### config.mk
export PLATFORM = sky130hd
export DESIGN_NAME = spi_voice_cmd_decoder
export DESIGN_NICKNAME = d
export VERILOG_FILES = /design/src/rtl/spi_voice_cmd_decoder.sv
export SDC_FILE = /design/constraint.sdc
export NUM_CORES = 1
export LEC_CHECK = 0
export BUFFER_PORTS_ARGS = -buffer_cell sky130_fd_sc_hd__buf_2
export CAP_MARGIN = 20
export CORE_MARGIN = 10
export CORE_UTILIZATION = 28
export CTS_CLUSTER_SIZE = 10
export DETAILED_ROUTE_END_ITERATION = 12
export GPL_ROUTABILITY_DRIVEN = 0
export SYNTH_ARGS = -nofsm -noshare
export SYNTH_HDL_FRONTEND = slang
export SYNTH_SLANG_ARGS = --single-unit
### constraint.sdc
create_clock -name i_clk -period 2.24 [get_ports i_clk]
set_input_delay 0.112 -clock i_clk [delete_from_list [all_inputs] [get_ports i_clk]]
set_output_delay 0.112 -clock i_clk [all_outputs]
set_load 0.05 [all_outputs]
### src/rtl/spi_voice_cmd_decoder.sv
// -----------------------------------------------------------------------------
// spi_voice_cmd_decoder
//
// SPI slave (mode 0, MSB first) that receives voice command frames from the
// host MCU. It turns each complete frame into an atomic update of the
// per-voice parameter bus and a one-cycle strobe for voice_controller.
// Tuning writes raise o_SPI_flag_dds. Note on/off raises o_SPI_flag_adsr.
//
// Frames (command byte first, then payload):
//   0x01 SET_TUNING : voice, tune[31:24], tune[23:16], tune[15:8], tune[7:0]
//   0x02 NOTE_ON    : voice, velocity (bit 7 ignored)
//   0x03 NOTE_OFF   : voice
//   any other command byte is counted as an error; the rest of the frame
//   is discarded.
//
// Ports
//   i_clk              system clock (SCLK must be <= i_clk/8)
//   i_reset_n          synchronous active-low reset
//   i_sclk/i_mosi/i_cs_n  asynchronous SPI inputs, synchronised internally
//   o_SPI_note_status  1 = note on, 0 = note off (meaningful with flag_adsr)
//   o_SPI_voice_index  target voice
//   o_SPI_tuning_code  DDS phase increment (meaningful with flag_dds)
//   o_SPI_velocity     note-on velocity
//   o_SPI_flag_dds     one-cycle strobe: tuning write committed
//   o_SPI_flag_adsr    one-cycle strobe: note on/off committed
//   o_err_count        saturating count of aborted and unknown frames
//   o_dbg_state        current decoder FSM state, for observation only
//
// Output handshake: there is no back-pressure. The data fields are registered
// and change only in the same cycle a flag rises. The consumer must take the
// fields in the single cycle the flag is high. At most one flag is high per
// cycle. Between strobes, every field holds its last committed value.
// -----------------------------------------------------------------------------
module spi_voice_cmd_decoder #(
    parameter int SYNC_STAGES = 2
) (
    input  logic        i_clk,
    input  logic        i_reset_n,
    input  logic        i_sclk,
    input  logic        i_mosi,
    input  logic        i_cs_n,
    output logic        o_SPI_note_status,
    output logic [7:0]  o_SPI_voice_index,
    output logic [31:0] o_SPI_tuning_code,
    output logic [6:0]  o_SPI_velocity,
    output logic        o_SPI_flag_dds,
    output logic        o_SPI_flag_adsr,
    output logic [7:0]  o_err_count,
    output logic [2:0]  o_dbg_state
);

    typedef enum logic [2:0] {
        ST_IDLE    = 3'd0,
        ST_CMD     = 3'd1,
        ST_PAYLOAD = 3'd2,
        ST_COMMIT  = 3'd3,
        ST_DISCARD = 3'd4
    } state_t;

    // Command codes are stored as their low two bits once validated.
    localparam logic [1:0] CMD_SET_TUNING = 2'd1;
    localparam logic [1:0] CMD_NOTE_ON    = 2'd2;

    // Index of the final payload byte for each command.
    function automatic logic [2:0] last_index(input logic [1:0] cmd);
        case (cmd)
            2'd1:    return 3'd4;
            2'd2:    return 3'd1;
            default: return 3'd0;
        endcase
    endfunction

    // ---------------- synchroniser and edge detect ----------------
    logic [SYNC_STAGES-1:0] sclk_sync_q, sclk_sync_d;
    logic [SYNC_STAGES-1:0] mosi_sync_q, mosi_sync_d;
    logic [SYNC_STAGES-1:0] cs_sync_q,   cs_sync_d;
    logic                   sclk_prev_q, sclk_prev_d;
    logic                   cs_prev_q,   cs_prev_d;

    logic sclk_s, mosi_s, cs_s;
    logic sclk_rise, cs_rise, cs_fall, sample;

    assign sclk_s    = sclk_sync_q[SYNC_STAGES-1];
    assign mosi_s    = mosi_sync_q[SYNC_STAGES-1];
    assign cs_s      = cs_sync_q[SYNC_STAGES-1];
    assign sclk_rise = sclk_s & ~sclk_prev_q;
    assign cs_rise   = cs_s & ~cs_prev_q;
    assign cs_fall   = ~cs_s & cs_prev_q;
    // A bit is still taken when sclk rises in the same cycle cs_n is seen
    // going high, so a frame whose last edge races the release still lands.
    assign sample    = sclk_rise & (~cs_s | ~cs_prev_q);

    // ---------------- byte assembly ----------------
    logic [7:0] shift_q,      shift_d;
    logic [2:0] bit_cnt_q,    bit_cnt_d;
    logic       byte_done_q,  byte_done_d;
    logic       cs_rise_q,    cs_rise_d;
    logic       frame_bits_q, frame_bits_d;
    logic       abort_bits_q, abort_bits_d;

    // ---------------- decoder FSM ----------------
    state_t      state_q,    state_d;
    logic [2:0]  byte_cnt_q, byte_cnt_d;
    logic [1:0]  cmd_q,      cmd_d;
    logic [7:0]  voice_sh_q, voice_sh_d;
    logic [23:0] tune_sh_q,  tune_sh_d;

    logic        note_q,     note_d;
    logic [7:0]  voice_q,    voice_d;
    logic [31:0] tune_q,     tune_d;
    logic [6:0]  vel_q,      vel_d;
    logic        flag_dds_q, flag_dds_d;
    logic        flag_adsr_q, flag_adsr_d;
    logic [7:0]  err_q,      err_d;

    logic cmd_known, commit_now, err_now;

    assign cmd_known = (shift_q == 8'h01) || (shift_q == 8'h02) || (shift_q == 8'h03);

    always_comb begin
        sclk_sync_d = {sclk_sync_q[SYNC_STAGES-2:0], i_sclk};
        mosi_sync_d = {mosi_sync_q[SYNC_STAGES-2:0], i_mosi};
        cs_sync_d   = {cs_sync_q[SYNC_STAGES-2:0],   i_cs_n};
        sclk_prev_d = sclk_s;
        cs_prev_d   = cs_s;

        shift_d   = shift_q;
        bit_cnt_d = bit_cnt_q;
        if (sample) begin
            shift_d   = {shift_q[6:0], mosi_s};
            bit_cnt_d = bit_cnt_q + 3'd1;
        end
        if (cs_rise) begin
            bit_cnt_d = 3'd0;
        end
        byte_done_d  = sample && (bit_cnt_q == 3'd7);
        // cs_n rise is delayed one cycle so the FSM sees it together with
        // any byte that completed on the same edge.
        cs_rise_d    = cs_rise;
        frame_bits_d = cs_rise ? 1'b0 : (frame_bits_q | sample);
        abort_bits_d = cs_rise & (frame_bits_q | sample);

        state_d     = state_q;
        byte_cnt_d  = byte_cnt_q;
        cmd_d       = cmd_q;
        voice_sh_d  = voice_sh_q;
        tune_sh_d   = tune_sh_q;
        note_d      = note_q;
        voice_d     = voice_q;
        tune_d      = tune_q;
        vel_d       = vel_q;
        flag_dds_d  = 1'b0;
        flag_adsr_d = 1'b0;
        err_d       = err_q;
        commit_now  = 1'b0;
        err_now     = 1'b0;

        case (state_q)
            ST_IDLE: begin
                if (cs_fall) begin
                    state_d    = ST_CMD;
                    byte_cnt_d = 3'd0;
                end
            end
            ST_CMD: begin
                if (byte_done_q) begin
                    if (cmd_known) begin
                        cmd_d      = shift_q[1:0];
                        byte_cnt_d = 3'd0;
                        state_d    = ST_PAYLOAD;
                    end else begin
                        err_now = 1'b1;
                        state_d = ST_DISCARD;
                    end
                end
            end
            ST_PAYLOAD: begin
                if (byte_done_q) begin
                    if (byte_cnt_q == 3'd0) begin
                        voice_sh_d = shift_q;
                    end else begin
                        tune_sh_d = {tune_sh_q[15:0], shift_q};
                    end
                    if (byte_cnt_q == last_index(cmd_q)) begin
                        // The final byte is used directly so all fields
                        // update in the same cycle as the strobe.
                        commit_now = 1'b1;
                        state_d    = ST_COMMIT;
                        if (cmd_q == CMD_SET_TUNING) begin
                            voice_d    = voice_sh_q;
                            tune_d     = {tune_sh_q, shift_q};
                            flag_dds_d = 1'b1;
                        end else if (cmd_q == CMD_NOTE_ON) begin
                            voice_d     = voice_sh_q;
                            vel_d       = shift_q[6:0];
                            note_d      = 1'b1;
                            flag_adsr_d = 1'b1;
                        end else begin
                            voice_d     = shift_q;
                            vel_d       = 7'd0;
                            note_d      = 1'b0;
                            flag_adsr_d = 1'b1;
                        end
                    end else begin
                        byte_cnt_d = byte_cnt_q + 3'd1;
                    end
                end
            end
            ST_COMMIT: begin
                state_d = cs_s ? ST_IDLE : ST_DISCARD;
            end
            ST_DISCARD: begin
                state_d = ST_DISCARD;
            end
            default: begin
                state_d = ST_IDLE;
            end
        endcase

        // Release of cs_n ends the frame. An unfinished frame counts as an
        // error only if at least one bit arrived. An unknown command was
        // already counted this cycle and is not counted twice.
        if (cs_rise_q && !commit_now &&
            (state_q == ST_CMD || state_q == ST_PAYLOAD || state_q == ST_DISCARD)) begin
            if ((state_q == ST_CMD || state_q == ST_PAYLOAD) && abort_bits_q) begin
                err_now = 1'b1;
            end
            state_d    = ST_IDLE;
            byte_cnt_d = 3'd0;
        end

        if (err_now && (err_q != 8'hFF)) begin
            err_d = err_q + 8'd1;
        end
    end

    always_ff @(posedge i_clk) begin
        if (!i_reset_n) begin
            sclk_sync_q  <= '0;
            mosi_sync_q  <= '0;
            cs_sync_q    <= '1;
            sclk_prev_q  <= 1'b0;
            cs_prev_q    <= 1'b1;
            shift_q      <= 8'd0;
            bit_cnt_q    <= 3'd0;
            byte_done_q  <= 1'b0;
            cs_rise_q    <= 1'b0;
            frame_bits_q <= 1'b0;
            abort_bits_q <= 1'b0;
            state_q      <= ST_IDLE;
            byte_cnt_q   <= 3'd0;
            cmd_q        <= 2'd0;
            voice_sh_q   <= 8'd0;
            tune_sh_q    <= 24'd0;
            note_q       <= 1'b0;
            voice_q      <= 8'd0;
            tune_q       <= 32'd0;
            vel_q        <= 7'd0;
            flag_dds_q   <= 1'b0;
            flag_adsr_q  <= 1'b0;
            err_q        <= 8'd0;
        end else begin
            sclk_sync_q  <= sclk_sync_d;
            mosi_sync_q  <= mosi_sync_d;
            cs_sync_q    <= cs_sync_d;
            sclk_prev_q  <= sclk_prev_d;
            cs_prev_q    <= cs_prev_d;
            shift_q      <= shift_d;
            bit_cnt_q    <= bit_cnt_d;
            byte_done_q  <= byte_done_d;
            cs_rise_q    <= cs_rise_d;
            frame_bits_q <= frame_bits_d;
            abort_bits_q <= abort_bits_d;
            state_q      <= state_d;
            byte_cnt_q   <= byte_cnt_d;
            cmd_q        <= cmd_d;
            voice_sh_q   <= voice_sh_d;
            tune_sh_q    <= tune_sh_d;
            note_q       <= note_d;
            voice_q      <= voice_d;
            tune_q       <= tune_d;
            vel_q        <= vel_d;
            flag_dds_q   <= flag_dds_d;
            flag_adsr_q  <= flag_adsr_d;
            err_q        <= err_d;
        end
    end

    assign o_SPI_note_status = note_q;
    assign o_SPI_voice_index = voice_q;
    assign o_SPI_tuning_code = tune_q;
    assign o_SPI_velocity    = vel_q;
    assign o_SPI_flag_dds    = flag_dds_q;
    assign o_SPI_flag_adsr   = flag_adsr_q;
    assign o_err_count       = err_q;
    assign o_dbg_state       = state_q;

endmodule

## Word level (Yosys, flattened, before mapping)

Index checks and enable logic that the tools add are counted.

- Register bits: 121
- Bits in latches: 0
- Memory bits (writable): 0
- ROM bits: 0
- Bits of input ports: 5
- Output and inout port bits: 61
- Logic and storage cells: 111
- Memories: 0

- Add/subtract/negate cells: 3
- $mul: 0
- Div/mod/pow operators: 0
- Order comparisons: 0
- Eq/ne operators: 18
- Shifts and indexed selects: 0
- Mux-type cells: 30
- Bitwise gates (word level): 13
- Reductions and logical operators: 24

Operators with widths:

| operator | number |
|---|---|
| 3-bit two-way mux | 13 |
| 8-bit by 2-bit == test with 1-bit output (second input constant) | 2 |
| 8-bit two-way mux | 2 |
| 4-bit AND reduction | 4 |
| 3-bit case mux with 5 select lines | 1 |
| 2-bit != test (second input constant) | 6 |
| 3-bit AND reduction | 4 |
| 1-bit two-way mux | 11 |
| 3-bit case mux with 3 select lines | 1 |
| 8-bit by 1-bit adder with 8-bit output (second input constant) | 1 |
| 8-bit by 1-bit == test with 1-bit output (second input constant) | 1 |
| 8-bit != test (second input constant) | 1 |
| 7-bit two-way mux | 1 |
| 3-bit by 1-bit adder with 3-bit output (second input constant) | 2 |
| 3-bit by 2-bit == test with 1-bit output (second input constant) | 2 |
| 3-bit == test (second input constant) | 2 |
| 3-bit logical NOT | 2 |
| 1-bit inverter | 6 |
| 3-bit case mux with 2 select lines | 1 |
| 6-bit AND reduction | 1 |
| 1-bit AND | 5 |
| 1-bit logical AND | 5 |
| 1-bit logical OR | 4 |
| 2-bit OR reduction | 2 |
| 7 further kinds | 8 |

## Longest topological paths before layout

- Depth after elaboration: 13
- Depth in mapped cells: 8
- Mapped depth without buffers: 6

## Worst setup path before layout

OpenSTA, ideal clock, no wires.

- Kind: register -> register
- Start: register state_q[0], in the netlist o_dbg_state[0]
- End: register err_q[5], in the netlist o_err_count[5]
- Arrival time: 2.110 ns
- Setup slack: 0.058 ns
- Stages on the path, launching flop included: 7
- Path buffers: 1
- Cells stage by stage: dfxtp_1 > buf_2 > and4bb_2 > o41ai_4 > or4_1 > o41ai_2 > mux2i_1

- Word-level cells in the longest chain between the ends: 7
- Elaborated cells on any way between the ends: 14
- Those cells by class: 3 x eq/ne; 4 x mux; 7 x reduce/logical

Ends and longest elaborated chain:

| what | line | RTL |
|---|---|---|
| start: declaration | 102 | `state_t state_q, state_d;` |
| start signal: assignment | 274 | `state_q <= state_d;` |
| 3-bit by 2-bit == test with 1-bit output | 158, 224, 225 |  |
| 1-bit two-way mux | 158 | `case (state_q)` |
| 1-bit logical NOT | 223 | `if (cs_rise_q && !commit_now &&` |
| 1-bit logical AND (2 in series) | 223 |  |
| 1-bit two-way mux (*) | 223 |  |
| 1-bit logical AND (*) | 232 | `if (err_now && (err_q != 8'hFF)) begin` |
| end signal: assignment | 285 | `err_q <= err_d;` |
| end: declaration | 114 | `logic [7:0] err_q, err_d;` |

Every way passes the cells marked *; elsewhere a longest branch is shown, timed or not.
A chain may end at the register's enable or synchronous reset.

## Worst setup path in the final report

- Start: register cmd_q[1]
- End: register err_q[5], in the netlist o_err_count[5]

- Word-level cells in the longest chain between the ends: 13
- Elaborated cells on any way between the ends: 14
- Those cells by class: 3 x eq/ne; 7 x mux; 4 x reduce/logical

Ends and longest elaborated chain:

| what | line | RTL |
|---|---|---|
| start: declaration | 104 | `logic [1:0] cmd_q, cmd_d;` |
| start signal: assignment | 276 | `cmd_q <= cmd_d;` |
| 2-bit == test or 2-bit by 1-bit == test with 1-bit output (tied branches) | 66 | `case (cmd)` |
| 3-bit case mux with 2 select lines (*) | 66 |  |
| 3-bit two-way mux (*) | 178 | `if (byte_done_q) begin` |
| 3-bit two-way mux (*) | 158 |  |
| 3-bit == test (*) | 184 | `if (byte_cnt_q == last_index(cmd_q)) begin` |
| 1-bit two-way mux (*) | 184 |  |
| 1-bit two-way mux (*) | 178 |  |
| 1-bit two-way mux (*) | 158 |  |
| 1-bit logical NOT (*) | 223 |  |
| 1-bit logical AND (*) (2 in series) | 223 |  |
| 1-bit two-way mux (*) | 223 |  |
| 1-bit logical AND (*) | 232 |  |

Every way passes the cells marked *; elsewhere a longest branch is shown, timed or not. The select of a mux whose other input is x is not followed.

==> metrics.md <==
| Metric | Value |
|---|---|
| Status | `complete, no violations` |
| Worst IR Drop VDD | `0.000505 V` |
| Clk_lat worst skew | `420 ps` |
| Layout cells sized above 1 | `0.210` |
| CP Cell Sequence | `xor2_1 -> a311oi_4 -> nor2_2 -> o41ai_2 -> mux2i_1` |
| Worst-case hold slack | `roughly 160 ps` |
| CTS Buf Count | `17` |
| Core Footprint | `0.0167 mm^2` |
| CTS tree | `done` |
| Slowest stage delay, CP | `approximately 500 ps` |
| Leakage power | `about 2.3 nW` |
| Diode count | `0` |
| Slew HR | `0.565` |
| First-pass GRT wire length | `19.0 mm` |
| Finished Cell Area | `0.00607 mm^2` |
| Worst reg2reg path depth | `5` |
| Final WL | `11.6 mm` |
| Critical path data arrival time | `between 2000 and 2500 ps` |
| Vias | `3877` |
| WP data required | `2580 ps` |
| Post-synth EDFFs | `0` |
| Pre-Repair DR Iteration Count | `4` |
| Syn_nets | `553` |
| Post-DRT Antenna Nets | `0` |
| Total I/O pin count | `66` |
| Die area | `0.0228 mm^2` |
| Worst-Margin Slew | `about 650 ps` |
| Post-Syn Area | `0.00481 mm^2` |
| Achievable Freq | `480 MHz` |
| Clk root buf | `clkbuf_16` |
| GRT overflow | `0` |
| RSZ-0062 raised after global routing | `no` |
| Synth area leader | `dfxtp_1` |
| # fillers | `1742` |
| YS warnings | `0` |
| Initial Util | `0.288` |
| # port buffers | `65` |
| WL/cell | `roughly 14 um` |
| Cell variety after synth | `53` |
| FF+latch count, synth | `121` |
| Delay-heaviest family, CP | `compound AO/OA/AOI/OAI gates` |
| Clock skew | `11.0 ps` |
| DR iter-0 viols | `between 200 and 300` |
| Placed cell area | `roughly 0.0054 mm^2` |
| PostCTS Resize Cnt | `0` |
| Setup Total Neg Slack | `0 ps` |
| Vias in the first global route | `between 3000 and 4000` |
| # H-tree levels | `4` |
| DIE WIDTH | `approximately 150 um` |
| Mapped Cells | `roughly 540` |
| Clk buf depth | `2` |
| Post-synth top area share | `0.504` |
| Slowest cell on the critical path | `a311oi_4` |
| Final Setup Violations | `0` |
| Share of synthesized registers carrying an async set or reset | `0` |
| Final HPWL from detailed placement | `7.75 mm` |
| Area Growth Syn to Fin | `26.2%` |
| Gr usage total | `0.105` |
| Crit path buffers/inverters | `0` |
| Final Hold Vio Count | `0` |
| Final critical-path required period | `2080 ps` |
| Register area | `0.00242 mm^2` |
| Vias per Instance | `4.57` |
| Final Slew Violations | `0` |
| DP Worst Slack | `182 ps` |
| Critical path type | `flop to flop` |
| Startpoint Class | `flop` |
| PnR worst setup slack | `about 160 ps` |
| Crit Path Max Fanout | `17` |
| Cell row count | `47` |
| Mean area per synthesized cell | `8.85 um^2` |
| Hold path cells | `3` |
| CP endpoint kind | `flop` |
| Non-filler cells, final | `~850` |
| Clock transition at the registers of the reported paths | `60 ps` |
| Crit. path cell count | `5` |
| Initial antenna violation count | `0` |
| DRC | `0` |
| Final net count | `between 600 and 700` |
| Die height | `~150 um` |
| PwrDens | `818 mW/mm^2` |
| Gr busiest metal | `met2` |
| # Max-Cap Violations | `0` |
| Met2 Usage GRT | `0.155` |
| Multi-input combinational cell area | `between 0.002 and 0.0025 mm^2` |
| Placed insts | `~800` |
| M1 GR Usage | `0.133` |
| Largest cells by area after synthesis | `dfxtp_1, nand2_1, mux2i_1, a21oi_1, nor2_1` |
| Worst hold path type | `primary input to flop` |
| Largest net degree at the start of global routing | `95` |
| Sequential-to-total area share from yosys stat | `0.504` |
| Met3 Usage GRT | `0.0483` |
| Main flop type after synthesis | `dfxtp_1` |
| Final Cycle Share | `0.929` |
| Clock sinks | `between 100 and 150` |
## report_power, final
group          switching, mW  internal, mW  leakage, nW
sequential           0.00576          2.16        0.976
clock                   1.02          1.70        0.286
combinational         0.0531        0.0260         1.07
total                   1.07          3.89         2.33
## worst register-to-register path, cell delays in order (launching register included)
cell      delay, ps
dfxtp_1         470
xor2_1          170
a311oi_4        500
nor2_2          250
o41ai_2         410
mux2i_1         220
## routing by layer
metal	vias to the layer above	share of wire
li1	1997	-
met1	1800	0.48
met2	69	0.44
met3	11	0.064
met4	0	0.010
met5	-	0
## path summary, 6_finish.rpt
path                     to          from  slack, ps
max          o_err_count[5]      cmd_q[1]        160
min            cs_sync_q[0]     i_reset_n        160
max reg2reg  o_err_count[5]      cmd_q[1]        160
min reg2reg    cs_sync_q[1]  cs_sync_q[0]        410
## cell usage in the layout, fill, tap and decap left out, drive strengths merged, types with 3 or more instances in the layout
cell type,instances
clkinv,5
nor3,3
a21oi,60
dlygate4sd3,3
nor3b,3
and4bb,3
nor2,52
ha,5
nand3,6
nand2b,13
a22oi,7
nand4,3
clkinvlp,3
nand2,130
o21ai,8
clkbuf,19
dfxtp,121
inv,12
buf,85
and2,5
mux2i,37
a211oi,13
## sequential cells by signal (all words and copies together) (netlist names), 7 cells and up
name               count
o_SPI_voice_index      8
o_SPI_tuning_code     32
o_SPI_velocity         7
voice_sh_q             8
shift_q                8
tune_sh_q             24
o_err_count            8
## cell families (layout without fill, tap and decap cells)
group,after synthesis,count (layout),share of synthesized area
adder cells (fa/ha/maj),5,5,0.0130
AO/OA/AOI/OAI,101,101,0.138
flip-flops,121,121,0.504
AND/OR/NAND/NOR,232,232,0.224
XOR/XNOR,4,4,0.00729
multiplexers,37,37,0.0770
buffers and inverters,43,129,0.0370
## through the flow
stage / util / power, mW
after floorplan: - / 2.26
after global placement: 0.326 / 2.29
after detailed placement: 0.326 / 2.29
after CTS: 0.363 / 5.02
after global routing: 0.363 / 5.14
final: 0.363 / 4.96
## repair_timing
action,in CTS,in global routing
hold buffers,3,0
setup buffers,0,0
hold endpoints to repair,3,0
## final cells by class
type	count	area share
clock buffer	19	0.0746
clock inverter	13	0.0233
inverter	9	0.00557
multi-input combinational	379	0.365
sequential	121	0.399
tap	220	0.0454
timing repair buffer	88	0.0874
## synthesized netlist by cell type, types with 2 or more instances
master / number
nand2_1: 130
dfxtp_1: 121
a21oi_1: 60
nor2_1: 51
mux2i_1: 37
clkbuf_1: 22
a211oi_1: 13
nand2b_1: 13
buf_2: 10
inv_1: 9
a22oi_1: 7
nand3_1: 6
o21ai_0: 6
and2_1: 5
ha_1: 5
nand4_1: 3
nor3b_1: 3
and3_1: 2
and4bb_1: 2
nor3_1: 2
o2bb2ai_1: 2
xnor2_1: 2
xor2_1: 2
(Power assumes the default switching activity.)
